==> src/rtl/keypad_bank.sv <==
// rtl/keypad_bank.sv - bank of scan-code key decoders with edge pulses, auto-repeat and last-key index
module keypad_bank #(
  parameter int                    NUM_KEYS      = 7,
  parameter logic [NUM_KEYS*9-1:0] KEY_CODES     = {9'h07D, 9'h074, 9'h073, 9'h06B,
                                                    9'h072, 9'h069, 9'h070},
  parameter int                    HOLD_CYCLES   = 25000000,
  parameter int                    REPEAT_CYCLES = 5000000
) (
  input  logic                clk,
  input  logic                resetN,
  input  logic                make,
  input  logic                breakk,
  input  logic [8:0]          key_code,
  output logic [NUM_KEYS-1:0] keyIsPressed,
  output logic [NUM_KEYS-1:0] keyPressedPulse,
  output logic [NUM_KEYS-1:0] keyReleasedPulse,
  output logic [NUM_KEYS-1:0] keyRepeat,
  output logic                anyKeyPressed,
  output logic [3:0]          lastKeyIndex,
  output logic                lastKeyValid
);

  localparam int MAX_CYCLES = (HOLD_CYCLES > REPEAT_CYCLES) ? HOLD_CYCLES : REPEAT_CYCLES;
  localparam int CW         = $clog2(MAX_CYCLES + 1);
  localparam logic [CW-1:0] HOLD_LAST   = CW'(HOLD_CYCLES - 1);
  localparam logic [CW-1:0] REPEAT_LAST = CW'(REPEAT_CYCLES - 1);

  typedef enum logic [1:0] {
    S_IDLE,
    S_HOLD,
    S_REPEAT
  } key_state_e;

  key_state_e          state_q [NUM_KEYS];
  key_state_e          state_d [NUM_KEYS];
  logic [CW-1:0]       cnt_q   [NUM_KEYS];
  logic [CW-1:0]       cnt_d   [NUM_KEYS];
  logic [NUM_KEYS-1:0] pressed_q, pressed_d;
  logic [NUM_KEYS-1:0] press_pulse_q, press_pulse_d;
  logic [NUM_KEYS-1:0] release_pulse_q, release_pulse_d;
  logic [NUM_KEYS-1:0] repeat_q, repeat_d;
  logic                any_q, any_d;
  logic [3:0]          last_idx_q, last_idx_d;
  logic                last_valid_q, last_valid_d;
  logic [NUM_KEYS-1:0] match;

  // Full 9-bit compare of the incoming code against every table entry
  always_comb begin
    match = '0;
    for (int i = 0; i < NUM_KEYS; i++) begin
      match[i] = (key_code == KEY_CODES[9*i +: 9]);
    end
  end

  // Per-key FSM next state; break beats make, release beats a coincident repeat tick
  always_comb begin
    press_pulse_d   = '0;
    release_pulse_d = '0;
    repeat_d        = '0;
    pressed_d       = '0;
    last_idx_d      = last_idx_q;
    last_valid_d    = last_valid_q;
    for (int i = 0; i < NUM_KEYS; i++) begin
      state_d[i] = state_q[i];
      cnt_d[i]   = cnt_q[i];
      case (state_q[i])
        S_IDLE: begin
          if (make && !breakk && match[i]) begin
            state_d[i]       = S_HOLD;
            cnt_d[i]         = '0;
            press_pulse_d[i] = 1'b1;
          end
        end
        S_HOLD, S_REPEAT: begin
          if (breakk && match[i]) begin
            state_d[i]         = S_IDLE;
            cnt_d[i]           = '0;
            release_pulse_d[i] = 1'b1;
          end else if (cnt_q[i] == ((state_q[i] == S_HOLD) ? HOLD_LAST : REPEAT_LAST)) begin
            state_d[i]  = S_REPEAT;
            cnt_d[i]    = '0;
            repeat_d[i] = 1'b1;
          end else begin
            cnt_d[i] = cnt_q[i] + CW'(1);
          end
        end
        default: begin
          state_d[i] = S_IDLE;
          cnt_d[i]   = '0;
        end
      endcase
      pressed_d[i] = (state_d[i] != S_IDLE);
    end
    // Descending scan so the lowest newly pressed index wins
    for (int i = NUM_KEYS - 1; i >= 0; i--) begin
      if (press_pulse_d[i]) begin
        last_idx_d   = 4'(i);
        last_valid_d = 1'b1;
      end
    end
    any_d = |pressed_d;
  end

  // State, counters and all registered outputs
  always_ff @(posedge clk or negedge resetN) begin
    if (!resetN) begin
      for (int i = 0; i < NUM_KEYS; i++) begin
        state_q[i] <= S_IDLE;
        cnt_q[i]   <= '0;
      end
      pressed_q       <= '0;
      press_pulse_q   <= '0;
      release_pulse_q <= '0;
      repeat_q        <= '0;
      any_q           <= 1'b0;
      last_idx_q      <= '0;
      last_valid_q    <= 1'b0;
    end else begin
      for (int i = 0; i < NUM_KEYS; i++) begin
        state_q[i] <= state_d[i];
        cnt_q[i]   <= cnt_d[i];
      end
      pressed_q       <= pressed_d;
      press_pulse_q   <= press_pulse_d;
      release_pulse_q <= release_pulse_d;
      repeat_q        <= repeat_d;
      any_q           <= any_d;
      last_idx_q      <= last_idx_d;
      last_valid_q    <= last_valid_d;
    end
  end

  assign keyIsPressed     = pressed_q;
  assign keyPressedPulse  = press_pulse_q;
  assign keyReleasedPulse = release_pulse_q;
  assign keyRepeat        = repeat_q;
  assign anyKeyPressed    = any_q;
  assign lastKeyIndex     = last_idx_q;
  assign lastKeyValid     = last_valid_q;

endmodule

==> config.mk <==
export PLATFORM = sky130hd
export DESIGN_NAME = keypad_bank
export DESIGN_NICKNAME = d
export VERILOG_FILES = /design/src/rtl/keypad_bank.sv
export SDC_FILE = /design/constraint.sdc
export NUM_CORES = 1
export LEC_CHECK = 0
export CAP_MARGIN = 0
export CELL_PAD_IN_SITES_DETAIL_PLACEMENT = 1
export CELL_PAD_IN_SITES_GLOBAL_PLACEMENT = 1
export CORE_MARGIN = 1.5
export CORE_UTILIZATION = 43
export CTS_CLUSTER_SIZE = 20
export DETAILED_ROUTE_END_ITERATION = 7
export PLACE_DENSITY = 0.73
export SLEW_MARGIN = 10
export SYNTH_ARGS = -nofsm -noshare
export SYNTH_HDL_FRONTEND = slang
export SYNTH_SLANG_ARGS = --single-unit
==> constraint.sdc <==
create_clock -name clk -period 2.53 [get_ports clk]
set_input_delay 0.3795 -clock clk [delete_from_list [all_inputs] [get_ports clk]]
set_output_delay 0.3795 -clock clk [all_outputs]
set_load 0.01 [all_outputs]
* After elaboration in Yosys (flattened, before gate mapping) *
Index checks and enable logic that the tools add are counted.

word-level totals
  register bits after elaboration = 223
  word-level logic and storage cells = 228
  output and inout bits = 34

operators by class
  eq/ne operators = 35
  $add $sub $neg = 7
  reduce and logical (&&, ||, !) cells = 39
  mux-type cells = 126

operators by type and width
  operator                                                          count
  25-bit two-way mux                                                28
  25-bit one-hot mux with 2 select lines                            7
  25-bit by 1-bit adder with 25-bit output (second input constant)  7
  25-bit == test                                                    7
  9-bit by 7-bit == test with 1-bit output (second input constant)  7
  1-bit two-way mux                                                 56
  2-bit two-way mux                                                 21
  4-bit two-way mux                                                 7
  2-bit one-hot mux with 2 select lines                             7
  1-bit logical AND                                                 15
  2-bit by 1-bit == test with 1-bit output (second input constant)  7
  2-bit == test (second input constant)                             7
  2-bit zero test                                                   7
  2-bit != test (second input constant)                             7
  2-bit nonzero test                                                7
  2-bit OR reduction                                                7
  7-bit nonzero test                                                1
  7-bit OR reduction                                                1
  1-bit zero test                                                   1

* Longest topological paths before layout *
Gate-level depths: netlist of the first run.

  depth in word-level cells = 12
  depth in mapped cells = 10
  depth with buffers taken out = 8

* Worst setup path after synthesis of the first run *
OpenSTA, ideal clock, no wires.

  path type = reg2reg
  from = register cnt_q[25] (netlist bit)
  to = register cnt_q[40] (netlist bit)
  slack = 172 ps
  arrival time = 2237 ps
  path buffers = 2
  clock period less this slack = 2358 ps
  stages on the path, launching flop included = 10
  cell sequence = dfrtp_1 ha_1 nand3_1 or3_1 a2111oi_2 buf_4 nor2_1 nor2_1 buf_2 nor2_1

between the ends
  longest elaborated chain between the ends = 4

ends and longest elaborated chain
  what                                                                        RTL line  RTL
  start: declaration                                                          36        logic [CW-1:0] cnt_q [NUM_KEYS];
  start signal: indexed assignment                                            121       cnt_q[i] <= cnt_d[i];
  25-bit by 1-bit adder with 25-bit output or 25-bit == test (tied branches)  84, 79
  25-bit two-way mux *                                                        79        end else if (cnt_q[i] == ((state_q[i] == S_HOLD) ? HOLD_LAST : REPEAT_LAST)) begin
  25-bit two-way mux *                                                        75        if (breakk && match[i]) begin
  25-bit one-hot mux with 2 select lines *                                    66        case (state_q[i])

Every way passes the cells marked *; elsewhere a longest branch is shown, timed or not.
A chain may end at the register's enable or synchronous reset.

==> results of run 1 <==
## worst register-to-register path: stages (launching register included)
cell and delay (ps):
sky130_fd_sc_hd__dfrtp_1 370, sky130_fd_sc_hd__or4_1 570, sky130_fd_sc_hd__nor4b_1 340, sky130_fd_sc_hd__o2111a_1 340, sky130_fd_sc_hd__a211oi_1 140, sky130_fd_sc_hd__a2111oi_1 410
sky130_fd_sc_hd__nand4bb_1 150
## through the flow
step	instance area, µm²	cells	util, %	setup TNS [ps]
after floorplan	11900	1278	-	0
after global routing	15100	1877	55.6	0
after detailed placement	14100	1825	52.0	-24930
after global placement	14100	1825	52.0	-15040
final	15100	1877	55.6	0
after CTS	15000	1874	55.4	0
## logic make-up after synthesis
kind of cell    after synthesis  share of synthesized area (%)
other cells                   1                         0.0314
buf+inv                      89                           3.10
mux                           2                          0.168
flops                       222                           46.5
simple gates                640                           28.5
fa+ha+maj                    28                           2.93
xor+xnor                    108                           7.92
compound gates              188                           10.8
## cell type report
type                    count  area share, %
multi-input cells         967           40.2
flip-flops and latches    222           36.9
repair buffers            218           12.4
clock buffers              38           5.29
well taps                 372           3.09
inverters                  48           1.20
clock inverters            10          0.847
diodes                      2         0.0332
## cell usage after synthesis, drive strengths merged, types with 17 or more instances
| library cell | instances | area, µm² |
|---|---|---|
| ha | 28 | 350 |
| dfrtp | 222 | 5560 |
| xnor2 | 50 | 438 |
| a21oi | 26 | 130 |
| xor2 | 58 | 508 |
| buf | 24 | 126 |
| clkbuf | 17 | 63.8 |
| nor4 | 28 | 175 |
| nand2 | 119 | 447 |
| nand3 | 69 | 345 |
| nor2 | 173 | 664 |
| o31ai | 22 | 208 |
| and4 | 20 | 175 |
| o21ai | 73 | 365 |
| nor3 | 47 | 245 |
| inv | 48 | 180 |
| nand4 | 43 | 269 |
| and3 | 38 | 238 |
## worst max path at each step
| stage | startpoint | cells past startpoint | slack, ps | endpoint |
|---|---|---|---|---|
| after CTS | cnt_q[138]$_DFFE_PN0P_ | 6 | 10 | anyKeyPressed$_DFF_PN0_ |
| after global placement | key_code[0] | 12 | -280 | cnt_q[119]$_DFFE_PN0P_ |
| final | cnt_q[138]$_DFFE_PN0P_ | 6 | 60 | anyKeyPressed$_DFF_PN0_ |
| after detailed placement | key_code[3] | 9 | -400 | anyKeyPressed$_DFF_PN0_ |
| after global routing | cnt_q[87]$_DFFE_PN0P_ | 6 | 3 | anyKeyPressed$_DFF_PN0_ |
| after floorplan | cnt_q[25]$_DFFE_PN0P_ | 9 | 170 | cnt_q[40]$_DFFE_PN0P_ |
## power groups by stage
stage | clock [mW] | combinational [mW] | sequential (mW)
CTS | 4.09 | 0.769 | 3.75
global route | 4.22 | 0.839 | 3.76
detailed placement | 0 | 0.758 | 3.81
floorplan | 0 | 0.328 | 3.79
global placement | 0 | 0.726 | 3.81
finish | 4.00 | 0.759 | 3.75
## what timing repair did
item,in CTS,in global routing
setup buffers,0,1
endpoints found under the setup margin,1,38
hold buffers,1,0
endpoints found under the hold margin,69,0
gates cloned,0,0
resized for setup,1,5
## routing by layer
layer  vias up  track usage (%)  wire length, µm
li1       5013                -                -
met1      5282             33.1            15800
met4         0             6.16              805
met3        53             2.96              924
met5         -                0                0
met2       132             41.9            16700
## flip-flops by register name, indices dropped and copies added (netlist names)
| name | count |
|---|---|
| anyKeyPressed | 1 |
| keyRepeat | 7 |
| state_q | 14 |
| lastKeyIndex | 3 |
| keyPressedPulse | 7 |
| lastKeyValid | 1 |
| cnt_q | 175 |
| keyReleasedPulse | 7 |
| keyIsPressed | 7 |
==> impl_metrics.toml, run 1 <==
[clock_network]
clockRootBuffer = "sky130_fd_sc_hd__clkbuf_16"
h_tree_depth = 1
cts_made_buffers = 26
path_clk_slew_ps = 70
cts_tree = "done"
clock_tree.buffer_depth = 3
clkLatencyLatePin_ps = 540
cts.sinks = 222

[drt]
avgRoutedWirePerCell_um = 18.2
postRouteWirelength_mm = 34.2
initial_drc_count = 536
antenna_left = 0
vias = 10500
drt-vias-per-instance = 5.58
drt_pass1_iterations = 5
detail_route.drc_violations = 0

[worst_setup_path]
timing.critical_path.slowest_stage_cell = "sky130_fd_sc_hd__or4_1"
worstPathArrival_ps = 2860
critical_path.max_fanout = 3
r2r_start = "cnt_q[138]$_DFFE_PN0P_"
depth_of_the_most_critical_reg_to_reg_path = 6
crit-reg2reg-capture = "anyKeyPressed$_DFF_PN0_"
critical_path.cell_chain = "or4_1 > nor4b_1 > o2111a_1 > a211oi_1 > a2111oi_1 > nand4bb_1"
critPathMaxStageDelay_ps = 570
critPathCaptureType = "flop"
ff2ff_setup_slack_ps = 60
worst_ep_required_time_ps = 2920
path_delay_family = "simple AND/OR/NAND/NOR gates"
timing.setup.critical_path_class = "reg -> reg"
timing.critical_path.buf_inv = 0
start_kind = "flop"

[sta]
maxClockFrequency_mhz = 405
postLayoutSetupSlackWorst_ps = 61.9
min_period_ps = 2470
rsz0062_at_grt = "no"
hold_slack_ps = 408
final_min_period_over_clock_period_pct = 97.6
report.final.setup_viol = 0
slew_violations = 0
timing.final.hold_violations = 0
maxSlewHeadroom_pct = 59.1
worst_slew_pin_slew_ps = 606
worst_clock_skew_ps = 17.7

[die]
initial_utilization_pct = 44.1
fp.coreArea_mm2 = 0.0271
design.die.area_mm2 = 0.0288
fp-row-count = 60
dieHeight_um = 170
chipWidth_um = 170
num_io_pins = 47

[power]
internal_power_mw = 6.45
combinationalPowerShare_pct = 8.9
seqPwrFrac_pct = 44.1
power_leakage_nw = 6.86
p_per_area_mw_per_mm2 = 565
p_sw_mw = 2.06
power.total_mw = 8.51
pwr-share-clk_pct = 47.0
power.ir.vdd_worst_mv = 0.413
net_switching_share_of_the_total_power_pct = 24.2

[cells_and_area]
commonest_non_fill_non_tap_cell_in_the_layout = "sky130_fd_sc_hd__dfrtp_1"
design.final.nets = 1524
multi_input_gate_area_in_the_final_layout_mm2 = 0.00606
layout_cell_share_with_drive_strength_beyond_1_pct = 17.0
final_cell_mix = "sky130_fd_sc_hd__dfrtp_1, sky130_fd_sc_hd__nor2_1, sky130_fd_sc_hd__buf_4"
sequential_cell_area_mm2 = 0.00556
layout.filler_cells = 3099
area_growth_pct = 26.1

[placement]
number_of_i_o_port_buffers = 45
placement.setup.worst_slack_ps = -399
place_congestion = 0.857
dp.final_hpwl_mm = 24.7

[worst_hold_path]
min_path_type = "in -> async"

[grt]
global_route_wire_length_before_repair_mm = 57.2
grt_max_degree = 73
grt_pass1_vias = 11100
grtUsageTotal_pct = 24.5
grt_antenna_before_repair = 2
overflow = 0

[synth]
mappedNetlistArea_mm2 = 0.0119
yosysWarnings = 0
synth_cell_types = 77
postSynthCellCount = 1278
post_synthesis_register_bit_count = 222
synth_edf_count = 0
post_synth.cell_area_avg_um2 = 9.35
synth_flop_cell = "sky130_fd_sc_hd__dfrtp_1"
synth-seq-area-share_pct = 46.5
postSynth.asyncResetShare_pct = 100
postSynthNetCount = 1319

[outcome]
run_status = "finished, final reports clean"

[flow_run]
cap_violations = 0
Note: power is estimated with default switching activity, not from simulation.
==> inputs of run 2 (changes only) <==
- HOLD_SLACK_MARGIN: unset -> 0.02
- SKIP_LAST_GASP: unset -> 1
- SLEW_MARGIN: 10 -> unset
==> results of run 2 <==
No change in the layout: final DEF, timing and power equal those of run 1.
